<file path="config.mk">
export PLATFORM = sky130hd
export DESIGN_NAME = object_motion_ctrl
export DESIGN_NICKNAME = d
export VERILOG_FILES = /design/src/rtl/vga_pkg.sv /design/src/rtl/frame_tick_gen.sv /design/src/rtl/object_motion_ctrl.sv
export SDC_FILE = /design/constraint.sdc
export NUM_CORES = 1
export LEC_CHECK = 0
export ABC_AREA = 1
export ABC_CLOCK_PERIOD_IN_PS = 5400
export BUFFER_PORTS_ARGS = -buffer_cell sky130_fd_sc_hd__buf_2
export CAP_MARGIN = 30
export CORE_ASPECT_RATIO = 2
export CORE_MARGIN = 2
export CORE_UTILIZATION = 66
export CTS_BUF_LIST = sky130_fd_sc_hd__clkbuf_2 sky130_fd_sc_hd__clkbuf_4 sky130_fd_sc_hd__clkbuf_8
export DETAILED_ROUTE_END_ITERATION = 8
export PLACE_DENSITY = 0.93
export SKIP_CTS_REPAIR_TIMING = 1
export SLEW_MARGIN = 20
export SYNTH_ARGS = -nofsm -noshare
export SYNTH_HDL_FRONTEND = slang
export SYNTH_SLANG_ARGS = --single-unit
</file>
<file path="constraint.sdc">
create_clock -name clk -period 5.4 [get_ports clk]
set_input_delay 1.62 -clock clk [delete_from_list [all_inputs] [get_ports clk]]
set_output_delay 1.62 -clock clk [all_outputs]
set_load 0.01 [all_outputs]
</file>
<file path="src/rtl/vga_pkg.sv">
// vga_pkg: shared raster constants, sprite motion mode encodings, button
// indices and the single-axis bounce/clamp step used by animated objects.
package vga_pkg;

   localparam int H_VIS     = 640;
   localparam int V_VIS     = 480;
   localparam int TICK_LINE = 481;

   typedef enum logic [1:0] {
      MODE_HOLD   = 2'b00,
      MODE_AUTO   = 2'b01,
      MODE_MANUAL = 2'b10
   } mode_e;

   // btn = {up, down, left, right}
   localparam int BTN_UP    = 3;
   localparam int BTN_DOWN  = 2;
   localparam int BTN_LEFT  = 1;
   localparam int BTN_RIGHT = 0;

   // One axis of sprite state; 11 bits so pos + step never wraps.
   typedef struct packed {
      logic [10:0] pos;
      logic        dir;   // 0 = increasing, 1 = decreasing
   } axis_t;

   // One frame step for a single axis. inc/dec are the manual buttons that
   // grow/shrink the coordinate. Compares happen before any subtraction so
   // nothing underflows; the final clamp pulls an over-range start back in.
   function automatic axis_t axis_next(axis_t cur, mode_e md, logic inc,
                                       logic dec, logic [10:0] lim,
                                       logic [10:0] step);
      axis_t nx;
      nx = cur;
      case (md)
         MODE_AUTO: begin
            if (!cur.dir) begin
               if (cur.pos + step >= lim) begin
                  nx.pos = lim;
                  nx.dir = 1'b1;
               end else begin
                  nx.pos = cur.pos + step;
               end
            end else begin
               if (cur.pos <= step) begin
                  nx.pos = '0;
                  nx.dir = 1'b0;
               end else begin
                  nx.pos = cur.pos - step;
               end
            end
         end
         MODE_MANUAL: begin
            if (inc && !dec)
               nx.pos = (cur.pos + step >= lim) ? lim : cur.pos + step;
            else if (dec && !inc)
               nx.pos = (cur.pos <= step) ? '0 : cur.pos - step;
         end
         default: ;
      endcase
      if (md != MODE_HOLD && nx.pos > lim)
         nx.pos = lim;
      return nx;
   endfunction

endpackage

</file>
<file path="src/rtl/frame_tick_gen.sv">
// frame_tick_gen: one-clk pulse per frame at (HCount == 0, VCount == TICK_LINE),
// edge-detected so a pixel held for several clk still yields one pulse.
// Ports: clk, reset (async high), HCount/VCount raster position, tick (comb).
module frame_tick_gen
   import vga_pkg::*;
#(
   parameter int TICK_V = TICK_LINE
) (
   input  logic       clk,
   input  logic       reset,
   input  logic [9:0] HCount,
   input  logic [9:0] VCount,
   output logic       tick
);

   logic cond, cond_d;

   assign cond = (VCount == 10'(TICK_V)) && (HCount == '0);
   assign tick = cond & ~cond_d;

   // cond_d comes out of reset set, so a reset released while the tick pixel
   // is still being held cannot fire a late tick for that frame.
   always_ff @(posedge clk or posedge reset) begin
      if (reset) cond_d <= 1'b1;
      else       cond_d <= cond;
   end

endmodule

</file>
<file path="src/rtl/object_motion_ctrl.sv">
// object_motion_ctrl: per-frame sprite origin sequencer (HOLD / AUTO bounce /
// MANUAL buttons). Updates only on the vertical-blanking tick.
// Ports: clk, reset (async high), HCount/VCount raster, run/manual/btn async
// levels; obj_x_l/obj_y_t origin, dir_x/dir_y bounce dirs, mode, frame_tick.
module object_motion_ctrl
   import vga_pkg::*;
#(
   parameter int OBJ_W  = 200,
   parameter int OBJ_H  = 150,
   parameter int X_INIT = 430,
   parameter int Y_INIT = 5,
   parameter int STEP   = 2
) (
   input  logic       clk,
   input  logic       reset,
   input  logic [9:0] HCount,
   input  logic [9:0] VCount,
   input  logic       run,
   input  logic       manual,
   input  logic [3:0] btn,
   output logic [9:0] obj_x_l,
   output logic [9:0] obj_y_t,
   output logic       dir_x,
   output logic       dir_y,
   output logic [1:0] mode,
   output logic       frame_tick
);

   localparam logic [10:0] XMAX  = 11'(H_VIS - OBJ_W);
   localparam logic [10:0] YMAX  = 11'(V_VIS - OBJ_H);
   localparam logic [10:0] STEPW = 11'(STEP);

   // {run, manual, btn} through a 2-flop synchroniser
   logic [5:0] sync1, sync2;
   logic       run_s, manual_s;
   logic [3:0] btn_s;

   always_ff @(posedge clk or posedge reset) begin
      if (reset) begin
         sync1 <= '0;
         sync2 <= '0;
      end else begin
         sync1 <= {run, manual, btn};
         sync2 <= sync1;
      end
   end

   assign {run_s, manual_s, btn_s} = sync2;

   logic tick;

   frame_tick_gen #(.TICK_V(TICK_LINE)) u_tick (
      .clk    (clk),
      .reset  (reset),
      .HCount (HCount),
      .VCount (VCount),
      .tick   (tick)
   );

   mode_e mode_q, mode_d;
   axis_t ax_q, ax_d, ay_q, ay_d;

   always_ff @(posedge clk or posedge reset) begin
      if (reset) begin
         mode_q     <= MODE_HOLD;
         ax_q       <= '{pos: 11'(X_INIT), dir: 1'b0};
         ay_q       <= '{pos: 11'(Y_INIT), dir: 1'b0};
         frame_tick <= 1'b0;
      end else begin
         mode_q     <= mode_d;
         ax_q       <= ax_d;
         ay_q       <= ay_d;
         frame_tick <= tick;
      end
   end

   // Movement uses the mode held before the tick; the new mode is latched
   // at the same edge and takes effect from the following frame.
   always_comb begin
      mode_d = mode_q;
      ax_d   = ax_q;
      ay_d   = ay_q;
      if (tick) begin
         ax_d = axis_next(ax_q, mode_q, btn_s[BTN_RIGHT], btn_s[BTN_LEFT], XMAX, STEPW);
         ay_d = axis_next(ay_q, mode_q, btn_s[BTN_DOWN], btn_s[BTN_UP], YMAX, STEPW);
         if (!run_s)       mode_d = MODE_HOLD;
         else if (manual_s) mode_d = MODE_MANUAL;
         else               mode_d = MODE_AUTO;
      end
   end

   assign obj_x_l = ax_q.pos[9:0];
   assign obj_y_t = ay_q.pos[9:0];
   assign dir_x   = ax_q.dir;
   assign dir_y   = ay_q.dir;
   assign mode    = mode_q;

endmodule

</file>
### After elaboration in Yosys (flattened, before gate mapping)

Cells that the tools add are included.

| storage, ports and cells | value |
|---|---|
| bits in registers | 40 |
| output and inout port bits | 25 |

| operators by class | value |
|---|---|
| muxes and demuxes | 22 |
| equality and inequality tests | 3 |
| reduce and logical (&&, ||, !) cells | 14 |
| magnitude comparators | 6 |
| $add $sub $neg | 4 |
| bitwise logic cells | 2 |

Operators with widths:

| operator | count |
|---|---|
| 11-bit two-way mux | 12 |
| 11-bit case mux with 2 select lines | 2 |
| 12-bit two-way mux | 2 |
| 11-bit by 2-bit adder with 11-bit output, second input constant | 2 |
| 11-bit by 9-bit greater-or-equal comparator with 1-bit output, second input constant | 2 |
| 11-bit by 9-bit greater-than comparator with 1-bit output, second input constant | 2 |
| 11-bit by 2-bit less-or-equal comparator with 1-bit output, second input constant | 2 |
| 11-bit by 2-bit subtractor with 11-bit output, second input constant | 2 |
| 10-bit by 9-bit == test with 1-bit output, second input constant | 1 |
| 10-bit logical NOT | 1 |
| 1-bit logical AND | 7 |
| 1-bit logical NOT | 4 |
| 1-bit two-way mux | 4 |
| 2-bit two-way mux | 2 |
| 2-bit by 1-bit == test with 1-bit output, second input constant | 1 |
| 2-bit == test, second input constant | 1 |
| 2-bit AND reduction | 1 |
| 2-bit nonzero test | 1 |
| 1-bit bitwise AND | 1 |
| 1-bit NOT | 1 |

### Logic depth before layout (Yosys ltp)

Gate-level depths: netlist of run 1.

| depth | value |
|---|---|
| depth after elaboration | 9 |
| depth in mapped cells | 24 |

### By module

Synthesis of run 1 repeated with hierarchy kept, for this count alone.

| unflattened totals | value |
|---|---|
| cell total of the unflattened synthesis | 711 |
| area, all modules | 4227.8 um^2 |

Modules (own cells, without submodules):

| module | seq. area each (um^2) | times used | cells each | area each (um^2) |
|---|---|---|---|---|
| object_motion_ctrl | 985.9 | 1 | 685 | 4088.9 |
| frame_tick_gen | 26.3 | 1 | 26 | 138.9 |

### Least setup slack after synthesis of run 1

Ideal clock, no wire load.

| path | value |
|---|---|
| path type | input to register |
| start | input VCount[1] |
| end | register ax_q, in the netlist obj_x_l[8] |
| setup slack | 2330 ps |
| setup time | 82 ps |
| data arrival time | 2988 ps |
| stages on the path | 9 |
| path buffers | 1 |
| required time | 5318 ps |
| cells stage by stage | inv_1 -> nand2_1 -> nor4_1 -> nand3_1 -> nor2_1 -> inv_1 -> clkbuf_1 -> nor2_1 -> a21oi_4 |

| between the ends | value |
|---|---|
| cells in the longest elaborated chain, start to end | 3 |

RTL lines:

| what | RTL line | text |
|---|---|---|
| from (decl) | object_motion_ctrl.sv:17 | `input logic [9:0] VCount,` |
| 10-bit by 9-bit == test with 1-bit output | frame_tick_gen.sv:18 | `assign cond = (VCount == 10'(TICK_V)) && (HCount == '0);` |
| 1-bit logical AND | frame_tick_gen.sv:18 |  |
| 1-bit bitwise AND | frame_tick_gen.sv:19 | `assign tick = cond & ~cond_d;` |
| to (signal assigned) | object_motion_ctrl.sv:66 | `ax_q <= '{pos: 11'(X_INIT), dir: 1'b0};` |
| to (decl) | object_motion_ctrl.sv:61 | `axis_t ax_q, ax_d, ay_q, ay_d;` |

No other way between the ends.
A chain may end at the register's enable or synchronous reset.

### Worst setup path in the final report of run 1

| path | value |
|---|---|
| start | register ax_q, in the netlist obj_x_l[1] |
| end | register ax_q, in the netlist obj_x_l[9] |

| between the ends | value |
|---|---|
| cells in the longest elaborated chain, start to end | 9 |
| elaborated cells on any way between the ends | 14 |
| classes of those cells | 2 x add/sub; 3 x order compare; 8 x mux; 1 x reduce/logical |

RTL lines:

| what | RTL line | text |
|---|---|---|
| 11-bit by 2-bit adder with 11-bit output, or another cell as far along | vga_pkg.sv:38, vga_pkg.sv:42, vga_pkg.sv:55 |  |
| 11-bit by 9-bit greater-or-equal comparator with 1-bit output / 11-bit two-way mux (equally long branches) | -- |  |
| 11-bit two-way mux (on tied branches) | vga_pkg.sv:38, vga_pkg.sv:55, vga_pkg.sv:56 |  |
| 11-bit two-way mux / 12-bit two-way mux (equally long branches) | vga_pkg.sv:54, vga_pkg.sv:37 |  |
| 11-bit case mux with 2 select lines * | vga_pkg.sv:35 | `case (md)` |
| 11-bit two-way mux * | object_motion_ctrl.sv:83 | `if (tick) begin` |
| 11-bit by 9-bit greater-than comparator with 1-bit output | vga_pkg.sv:61 | `if (md != MODE_HOLD && nx.pos > lim)` |
| 1-bit logical AND | vga_pkg.sv:61 |  |
| 11-bit two-way mux * | vga_pkg.sv:61 |  |

Mark *: on every way between the ends. The rest lies on a longest branch, timed or not. The select of a mux whose other input is x is not followed.

==> results of run 1 <==
==> metrics by stage <==
stage | setup WS (ps) | hold WS (ps) | instance area, µm²
2_1_floorplan | 2330 | 331 | 4370
3_3_place_gp | 2090 | 332 | 4460
3_5_place_dp | 2030 | 337 | 4460
4_1_cts | 2150 | 355 | 4560
5_1_grt | 1860 | 358 | 4560
6_report | 2080 | 352 | 4560
==> sequential cells by signal (all words and copies together), names as in the netlist <==
name	cells
dir_x	1
ax_q	1
sync1	6
mode	2
sync2	6
frame_tick	1
ay_q	1
obj_x_l	10
u_tick.cond_d	1
dir_y	1
obj_y_t	10
==> how the worst min path moves through the flow <==
stage                            start            endpoint  slack (ps)  cells after the start
CTS                 sync1[1]$_DFF_PP0_  sync2[1]$_DFF_PP0_         350                      0
global placement    sync1[0]$_DFF_PP0_  sync2[0]$_DFF_PP0_         330                      0
detailed placement  sync1[1]$_DFF_PP0_  sync2[1]$_DFF_PP0_         340                      0
finish              sync1[2]$_DFF_PP0_  sync2[2]$_DFF_PP0_         350                      0
floorplan           sync1[0]$_DFF_PP0_  sync2[0]$_DFF_PP0_         330                      0
global route        sync1[1]$_DFF_PP0_  sync2[1]$_DFF_PP0_         360                      0
==> power by group through the flow <==
stage / Sequential, mW / Combinational, mW / Clock [mW]
CTS: 0.306 / 0.0347 / 0.211
global placement: 0.311 / 0.0340 / 0
floorplan: 0.311 / 0.0190 / 0
finish: 0.306 / 0.0351 / 0.210
global route: 0.306 / 0.0396 / 0.223
detailed placement: 0.311 / 0.0347 / 0
==> metal layers <==
| metal | vias to the layer above | track usage, % | part of all wire [%] |
|---|---|---|---|
| li1 | 2255 | - | - |
| met1 | 2087 | 43.2 | 39 |
| met2 | 283 | 50.8 | 48 |
| met3 | 47 | 6.62 | 9.8 |
| met4 | 0 | 14.4 | 3.2 |
| met5 | - | 0 | 0 |
==> worst max-delay path, delay by kind of cell (launching register included) <==
| family | cells | cell delay (ps) |
|---|---|---|
| adder cells (fa/ha/maj) | 1 | 290 |
| buffers and inverters | 1 | 70 |
| AND/OR/NAND/NOR | 15 | 1780 |
| AO/OA/AOI/OAI | 1 | 350 |
| flip-flops | 1 | 710 |
==> synth_stat cells (10+ instances only) <==
| master | instances |
|---|---|
| sky130_fd_sc_hd__xor2_1 | 11 |
| sky130_fd_sc_hd__o21ai_0 | 24 |
| sky130_fd_sc_hd__nand3_1 | 58 |
| sky130_fd_sc_hd__nand2_2 | 18 |
| sky130_fd_sc_hd__buf_4 | 24 |
| sky130_fd_sc_hd__a21oi_2 | 10 |
| sky130_fd_sc_hd__a21oi_1 | 31 |
| sky130_fd_sc_hd__nand4_1 | 16 |
| sky130_fd_sc_hd__nand2_1 | 189 |
| sky130_fd_sc_hd__dfrtp_1 | 31 |
| sky130_fd_sc_hd__nor2_1 | 85 |
| sky130_fd_sc_hd__inv_2 | 10 |
| sky130_fd_sc_hd__inv_1 | 65 |
==> cells in the final DEF (no fill, tap or decap), drive strengths merged, types with 11 or more instances in the layout <==
master | synthesis | final
nand2 | 209 | 209
dfrtp | 31 | 31
nand3 | 67 | 67
a21oi | 44 | 44
xor2 | 11 | 11
o21ai | 33 | 33
buf | 36 | 56
inv | 76 | 76
nor2 | 100 | 100
nand4 | 16 | 16
==> logic make-up after synthesis <==
group / share of synthesized area, %
compound gates: 13.7
simple gates: 43.9
buf+inv: 14.0
flops: 23.1
xor+xnor: 2.80
fa+ha+maj: 2.57
==> cell type report <==
type	count	area [µm²]	area share (%)
clock buffer	6	82.6	1.81
sequential	40	1010	22.2
tap	88	110	2.41
inverter	79	299	6.56
timing repair buffer	56	290	6.36
multi-input combinational	528	2750	60.3
clock inverter	2	15.0	0.329
==> reports/metrics.csv, run 1 <==
metric;value;unit
per-instance average area after synthesis;6.32;µm²
synthesized instance count;692;
drt wl/cell;14.4;µm
crit-path cells;ha_1 > nand3_4 > nor2_4 > nand4_1 > nand2_1 > nand3_2 > a21oi_4 > nand2_1 > nand2_1 > nand3b_1 > nand2_1 > inv_1 > nand2_1 > nor2_1 > nand3_1 > nand3_2 > nand2_1 > nand2_1;
fmax;0.301;GHz
area of the mapped netlist;0.00437;mm²
part of the total power dissipated in the clock network;38.1;%
all-layer global routing usage;32.8;%
die boundary width;61.6;µm
first-pass GRT wire length;18900;µm
Iter 0 DRT Violations;671;
kind of end point of the critical path;register;
WL final;11500;µm
total vias in the final route;4672;
Critical Setup Path Class;register to register;
summed negative setup slack over all endpoints;0;ps
total die area;0.00733;mm²
mean number of vias per cell;5.85;
combinational group share of total power;6.4;%
placed insts;791;
area leader, netlist;sky130_fd_sc_hd__dfrtp_1;
slowest stage cell, crit path;sky130_fd_sc_hd__dfstp_2;
fin util;70.0;%
Final setup viols;0;
Reg-to-Reg End;obj_x_l[9]$_DFFE_PP0P_;
synthesized netlist net count;729;
share of post-route cells with drive strength above 1;20.5;%
number of distinct standard cells referenced by the synthesized netlist;47;
worst hold path type;register to register;
relative slew slack;54.1;%
CTS tree;done;
count of flip-flops with a built-in enable after synthesis;0;
via count of the first global-routing pass;4241;
ant diodes;0;
final hold viol count;0;
largest fanout on the critical path;14;
Placeable Area;0.00652;mm²
depth of the worst register-to-register path;18;
number of nets with antenna violations after routing;0;
setup repair after global routing missed its margin;false;
number of storage elements in the synthesis netlist;40;
overall overflow remaining after global route;0;
arrival time at the worst endpoint;3510;ps
part of the cycle the worst path needs;61.5;%
pin count of the biggest net entering global routing;41;
TritonCTS Sinks;40;
final critical-path required period;3320;ps
Filler Cells Inserted;592;
clock insertion delay at the later pin of the skew report;300;ps
initial antenna violation count;0;
final weighted congestion in routability-driven placement;1.00;
number of max-capacitance violations reported;0;
clock buffer count from CTS;5;
total power;550;µW
area growth from synthesis to layout;4.26;%
Pre-antenna DRT Iters;5;
Die Height;119;µm
origin of the critical flop-to-flop path;obj_x_l[1]$_DFFE_PP1P_;
detailed-placement wirelength estimate;8560;µm
sequential share of power;55.5;%
Buffers on Ports;52;
switching power share of the total;23.6;%
Warnings, synthesis;0;
total number of placement rows;42;
NumNets Final;747;
Least-Margin Pin Slew;686;ps
number of remaining DRC errors;0;
Critical Path RT;5590;ps
top cell type's share of synthesized area;17.7;%
status;completed;
setup slack of the most critical reg-to-reg path;2080;ps
clock skew;5.56;ps
io pins;53;
pwr/cell area;121;mW/mm²
Max rail drop VDD;160;µV
synth top area cells;sky130_fd_sc_hd__dfrtp_1 18%, sky130_fd_sc_hd__nand2_1 16%, sky130_fd_sc_hd__nor2_1 7.3%, sky130_fd_sc_hd__nand3_1 6.6%, sky130_fd_sc_hd__inv_1 5.6%;
starting utilization of the core area;67.1;%
Async SR Flop Fraction;100;%
final number of max-transition violations;0;
Pint;420;µW
top_reg_cell synth;sky130_fd_sc_hd__dfrtp_1;
delay of the slowest cell on the worst path;710;ps
count of H-tree levels built during CTS;2;
library cell used as clock root buffer;sky130_fd_sc_hd__clkbuf_8;
Seq/Total Area, Yosys;23.1;%
clock-pin slew of the registers on the worst-case setup and hold paths;80;ps
Psw;130;µW
most repeated library cell on the critical path;sky130_fd_sc_hd__nand2_1;
worst setup path endpoint;obj_x_l[9]$_DFFE_PP0P_;
element type at the critical path start;register;
Non-Filler Instances;799;
timing startpoint of the critical path;obj_x_l[1]$_DFFE_PP1P_;
Max Root-Sink Buffers;2;
Leak;2.38;nW
Note: power is estimated with default switching activity, not from simulation.
==> run 2: changes to the inputs <==
- ABC_AREA: 1 -> 0
- ABC_CLOCK_PERIOD_IN_PS: 5400 -> 3500
- CORE_UTILIZATION: 66 -> 61
- PLACE_DENSITY: 0.93 -> 0.87
- clock period: 5.4 -> 3.5 ns (I/O delays scaled with it)
==> reports/metrics.csv, run 2 <==
metric;value;unit;change
simple-gate share of the synthesized area;29.3;%;was 43.9%
io pins;53;;unchanged
tool error;[ERROR GRT-0232] Routing congestion too high. Check the congestion heatmap in the GUI.;;
area leader, netlist;sky130_fd_sc_hd__dfrtp_1;;unchanged
all-layer global routing usage;48.8;%;
per-instance average area after synthesis;7.75;µm²;was 6.32 µm²
Seq/Total Area, Yosys;23.0;%;was 23.1%
final weighted congestion in routability-driven placement;1.14;;was 1.00
Die Height;124;µm;was 119 µm
status;aborted with a tool error;;was completed
overall overflow remaining after global route;1;;
die boundary width;64.1;µm;was 61.6 µm
minimum setup slack after placement;34.5;ps;was 2030 ps
area of the mapped netlist;0.00441;mm²;was 0.00437 mm²
cell with the most instances after synthesis;sky130_fd_sc_hd__nor2_1;;was sky130_fd_sc_hd__nand2_1
fraction of synthesized cell area in xor and xnor cells;1.39;%;was 2.80%
Max Root-Sink Buffers;2;;unchanged
Warnings, synthesis;0;;unchanged
largest family of logic cells by synthesized area;compound AO/OA/AOI/OAI gates;;was simple AND/OR/NAND/NOR gates
number of storage elements in the synthesis netlist;40;;unchanged
Buffers on Ports;52;;unchanged
library cell used as clock root buffer;sky130_fd_sc_hd__clkbuf_8;;unchanged
pin count of the biggest net entering global routing;24;;
Synth top cells by count;45 x sky130_fd_sc_hd__nor2_1, 44 x sky130_fd_sc_hd__nand2_1, 44 x sky130_fd_sc_hd__o21ai_0, 33 x sky130_fd_sc_hd__a21oi_1, 31 x sky130_fd_sc_hd__dfrtp_1;;was 189 x sky130_fd_sc_hd__nand2_1, 85 x sky130_fd_sc_hd__nor2_1, 65 x sky130_fd_sc_hd__inv_1, 58 x sky130_fd_sc_hd__nand3_1
worst endpoint kind after the last repair;register data pin;;
synthesized netlist net count;606;;was 729
adder and majority cell fraction of the synthesized area;2.78;%;was 2.57%
proportion of synthesized area in mux cells;0.710;%;was 0%
total number of placement rows;43;;was 42
synth top area cells;sky130_fd_sc_hd__dfrtp_1 18%, sky130_fd_sc_hd__dfstp_2 5.4%, sky130_fd_sc_hd__o21ai_0 5.0%, sky130_fd_sc_hd__nor2_1 3.8%, sky130_fd_sc_hd__a21oi_1 3.7%;;was sky130_fd_sc_hd__dfrtp_1 18%, sky130_fd_sc_hd__nand2_1 16%, sky130_fd_sc_hd__nor2_1 7.3%, sky130_fd_sc_hd__nand3_1 6.6%, sky130_fd_sc_hd__inv_1 5.6%
last stage reached;global routing (5_1_grt);;
complex-gate fraction of the synthesized area;32.2;%;was 13.7%
count of H-tree levels built during CTS;2;;unchanged
number of distinct standard cells referenced by the synthesized netlist;89;;was 47
synthesized instance count;569;;was 692
TritonCTS Sinks;40;;unchanged
Async SR Flop Fraction;100;%;unchanged
Worst EP post-GRT repair;obj_x_l[0]$_DFFE_PP0P_/D;;
count of flip-flops with a built-in enable after synthesis;0;;unchanged
starting utilization of the core area;63.0;%;was 67.1%
clock buffer count from CTS;5;;unchanged
detailed-placement wirelength estimate;13800;µm;was 8560 µm
top cell type's share of synthesized area;17.6;%;was 17.7%
top_reg_cell synth;sky130_fd_sc_hd__dfrtp_1;;unchanged
==> run 2: cell count changes after synthesis, sizes merged, moves of 21 or more <==
cell | before | now
nand2 | 209 | 44
nor2 | 100 | 45
nor3 | 3 | 24
inv | 76 | 18
nand3 | 67 | 24
==> run 2: logic make-up after synthesis <==
kind of cell               after synthesis
buffers and inverters                   80
DFF                                     40
and+or+nand+nor                        232
muxes                                    3
AOI/OAI and AO/OA                      197
adders and majority gates               10
xor gates and xnor gates                 7
==> run 2: through the flow <==
| step | area, µm² | cells |
|---|---|---|
| 3_3_place_gp | 4830 | 710 |
| 4_1_cts | 4950 | 718 |
| 3_5_place_dp | 4830 | 710 |
| 2_1_floorplan | 4410 | 569 |
==> run 2: per-layer routing <==
layer	track usage, %	GRT overflow
met4	49.1	0
met5	0.694	0
met2	76.7	1
met1	45.2	0
met3	19.4	0
==> run 3: changes to the inputs <==
- CORE_ASPECT_RATIO: 2 -> not set
- CORE_UTILIZATION: 61 -> 40
- CTS_BUF_LIST: sky130_fd_sc_hd__clkbuf_2 sky130_fd_sc_hd__clkbuf_4 sky130_fd_sc_hd__clkbuf_8 -> not set
- PLACE_DENSITY: 0.87 -> not set
- PLACE_DENSITY_LB_ADDON: not set -> 0.15
==> reports/metrics.csv, run 3 <==
metric;value;unit;change
worst setup path endpoint;obj_y_t[5]$_DFFE_PP0P_;;
per-instance average area after synthesis;7.75;µm²;unchanged
area of the mapped netlist;0.00441;mm²;unchanged
mean number of vias per cell;6.30;;
hold slack final;358;ps;
starting utilization of the core area;40.8;%;was 63.0%
die boundary width;109;µm;was 64.1 µm
clock-pin slew of the registers on the worst-case setup and hold paths;90;ps;
total vias in the final route;4790;;
Warnings, synthesis;0;;unchanged
Placeable Area;0.0108;mm²;
synthesized netlist net count;606;;unchanged
overall overflow remaining after global route;0;;
Least-Margin Pin Slew;703;ps;
largest fanout on the critical path;9;;
io pins;53;;unchanged
fmax;0.306;GHz;
Pre-antenna DRT Iters;5;;
kind of end point of the critical path;register;;
relative slew slack;52.4;%;
worst hold path type;register to register;;
final weighted congestion in routability-driven placement;0.966;;was 1.14
met3 routed wirelength;1490;µm;
met1 wire length;6920;µm;
Critical Setup Path Class;register to register;;
setup slack of the most critical reg-to-reg path;230;ps;
synth top area cells;sky130_fd_sc_hd__dfrtp_1 18%, sky130_fd_sc_hd__dfstp_2 5.4%, sky130_fd_sc_hd__o21ai_0 5.0%, sky130_fd_sc_hd__nor2_1 3.8%, sky130_fd_sc_hd__a21oi_1 3.7%;;unchanged
initial antenna violation count;0;;
library cell used as clock root buffer;sky130_fd_sc_hd__clkbuf_8;;unchanged
sequential standard cell area;0.00101;mm²;
element type at the critical path start;register;;
drt wl/cell;19.7;µm;
Seq/Total Area, Yosys;23.0;%;unchanged
detailed-placement wirelength estimate;11500;µm;was 13,800 µm
Final setup viols;0;;
summed negative setup slack over all endpoints;0;ps;
clock skew;8.82;ps;
Met2 Wirelength;6340;µm;
slowest stage cell, crit path;sky130_fd_sc_hd__dfstp_2;;
placed insts;752;;was 710
total number of placement rows;38;;was 43
Buffers on Ports;52;;unchanged
Design Area, Final;0.00494;mm²;
pin count of the biggest net entering global routing;23;;
Leak;1.94;nW;
origin of the critical flop-to-flop path;obj_y_t[2]$_DFFE_PP1P_;;
delay of the slowest cell on the worst path;640;ps;
Async SR Flop Fraction;100;%;unchanged
Reg-to-Reg End;obj_y_t[5]$_DFFE_PP0P_;;
count of H-tree levels built during CTS;2;;unchanged
setup repair after global routing missed its margin;false;;
Filler Cells Inserted;1076;;
minimum setup slack after placement;109;ps;was 34.5 ps
clock insertion delay at the later pin of the skew report;300;ps;
Die Height;109;µm;was 124 µm
area leader, netlist;sky130_fd_sc_hd__dfrtp_1;;unchanged
Max rail drop VDD;182;µV;
all-layer global routing usage;25.9;%;
pwr/cell area;173;mW/mm²;
depth of the worst register-to-register path;8;;
most repeated library cell on the critical path;sky130_fd_sc_hd__or4_1;;
part of the cycle the worst path needs;93.3;%;
final critical-path required period;3270;ps;
cell with the most instances after synthesis;sky130_fd_sc_hd__nor2_1;;unchanged
clock buffer count from CTS;5;;unchanged
TritonCTS Sinks;40;;unchanged
top_reg_cell synth;sky130_fd_sc_hd__dfrtp_1;;unchanged
via count of the first global-routing pass;4418;;
area growth from synthesis to layout;12.0;%;
count of flip-flops with a built-in enable after synthesis;0;;unchanged
crit-path cells;ha_1 > nand3_1 > or4_1 > and3_1 > or4_1 > a2bb2oi_1 > a21oi_2 > nor3_1;;
ant diodes;0;;
CTS tree;done;;
final hold viol count;0;;
Iter 0 DRT Violations;482;;
Max Root-Sink Buffers;2;;unchanged
number of distinct standard cells referenced by the synthesized netlist;89;;unchanged
arrival time at the worst endpoint;3480;ps;
number of remaining DRC errors;0;;
Critical Path RT;3710;ps;
WL final;15000;µm;
number of storage elements in the synthesis netlist;40;;unchanged
Final WS setup;233;ps;
multi-input logic area;0.00294;mm²;
Post-Place Cell Area;0.00484;mm²;was 0.00483 mm²
total die area;0.0119;mm²;
status;completed;;was aborted with a tool error
first-pass GRT wire length;24000;µm;
NumNets Final;656;;
share of post-route cells with drive strength above 1;22.9;%;
timing startpoint of the critical path;obj_y_t[2]$_DFFE_PP1P_;;
synthesized instance count;569;;unchanged
Synth top cells by count;45 x sky130_fd_sc_hd__nor2_1, 44 x sky130_fd_sc_hd__nand2_1, 44 x sky130_fd_sc_hd__o21ai_0, 33 x sky130_fd_sc_hd__a21oi_1, 31 x sky130_fd_sc_hd__dfrtp_1;;unchanged
commonest cells after routing, fill and taps aside;52 x sky130_fd_sc_hd__buf_2, 52 x sky130_fd_sc_hd__buf_4, 45 x sky130_fd_sc_hd__nor2_1;;
number of nets with antenna violations after routing;0;;
top cell type's share of synthesized area;17.6;%;unchanged
final number of max-transition violations;0;;
uppermost layer routed;met4;;
total power;855;µW;
number of max-capacitance violations reported;0;;
fin util;45.7;%;
Non-Filler Instances;760;;
[run 3: cell families after synthesis]
kind of cell,Yosys count,share of synthesized area (%)
AND/OR/NAND/NOR,232,29.3
AO/OA/AOI/OAI,197,32.2
buffers and inverters,80,10.6
flip-flops,40,23.0
adder cells (fa/ha/maj),10,2.78
XOR/XNOR,7,1.39
multiplexers,3,0.710
[run 3: worst max-delay path: cells and delay by family, from the launching register on]
kind | cells | cell delay, ps
DFF | 1 | 640
AOI/OAI and AO/OA | 2 | 550
adders and majority gates | 1 | 290
and+or+nand+nor | 5 | 1700
[run 3: cell type report]
cell class / count / share of cell area [%]
Multi-Input combinational cell: 449 / 59.5
Sequential cell: 40 / 20.5
Timing Repair Buffer: 104 / 13.2
Tap cell: 140 / 3.55
Inverter: 19 / 1.44
Clock buffer: 5 / 1.39
Clock inverter: 3 / 0.431
[run 3: how the worst min path moves through the flow]
| stage | from | end | slack, ps | cells past startpoint |
|---|---|---|---|---|
| floorplan | sync1[0]$_DFF_PP0_ | sync2[0]$_DFF_PP0_ | 330 | 0 |
| global placement | sync1[0]$_DFF_PP0_ | sync2[0]$_DFF_PP0_ | 330 | 0 |
| detailed placement | sync1[1]$_DFF_PP0_ | sync2[1]$_DFF_PP0_ | 340 | 0 |
| CTS | sync1[3]$_DFF_PP0_ | sync2[3]$_DFF_PP0_ | 360 | 0 |
| global route | sync1[4]$_DFF_PP0_ | sync2[4]$_DFF_PP0_ | 360 | 0 |
| finish | sync1[5]$_DFF_PP0_ | sync2[5]$_DFF_PP0_ | 360 | 0 |
[run 3: routing by layer]
metal / global-route usage [%] / vias up
li1: - / 2256
met1: 38.9 / 2240
met2: 36.9 / 270
met3: 5.98 / 24
met4: 6.50 / 0
met5: 0 / -
[run 3: report_power, final]
group / switching [mW] / total, mW / leakage (nW) / internal, mW
clock: 0.177 / 0.318 / 0.0445 / 0.142
combinational: 0.0337 / 0.0571 / 1.42 / 0.0234
sequential: 0.0102 / 0.479 / 0.478 / 0.469
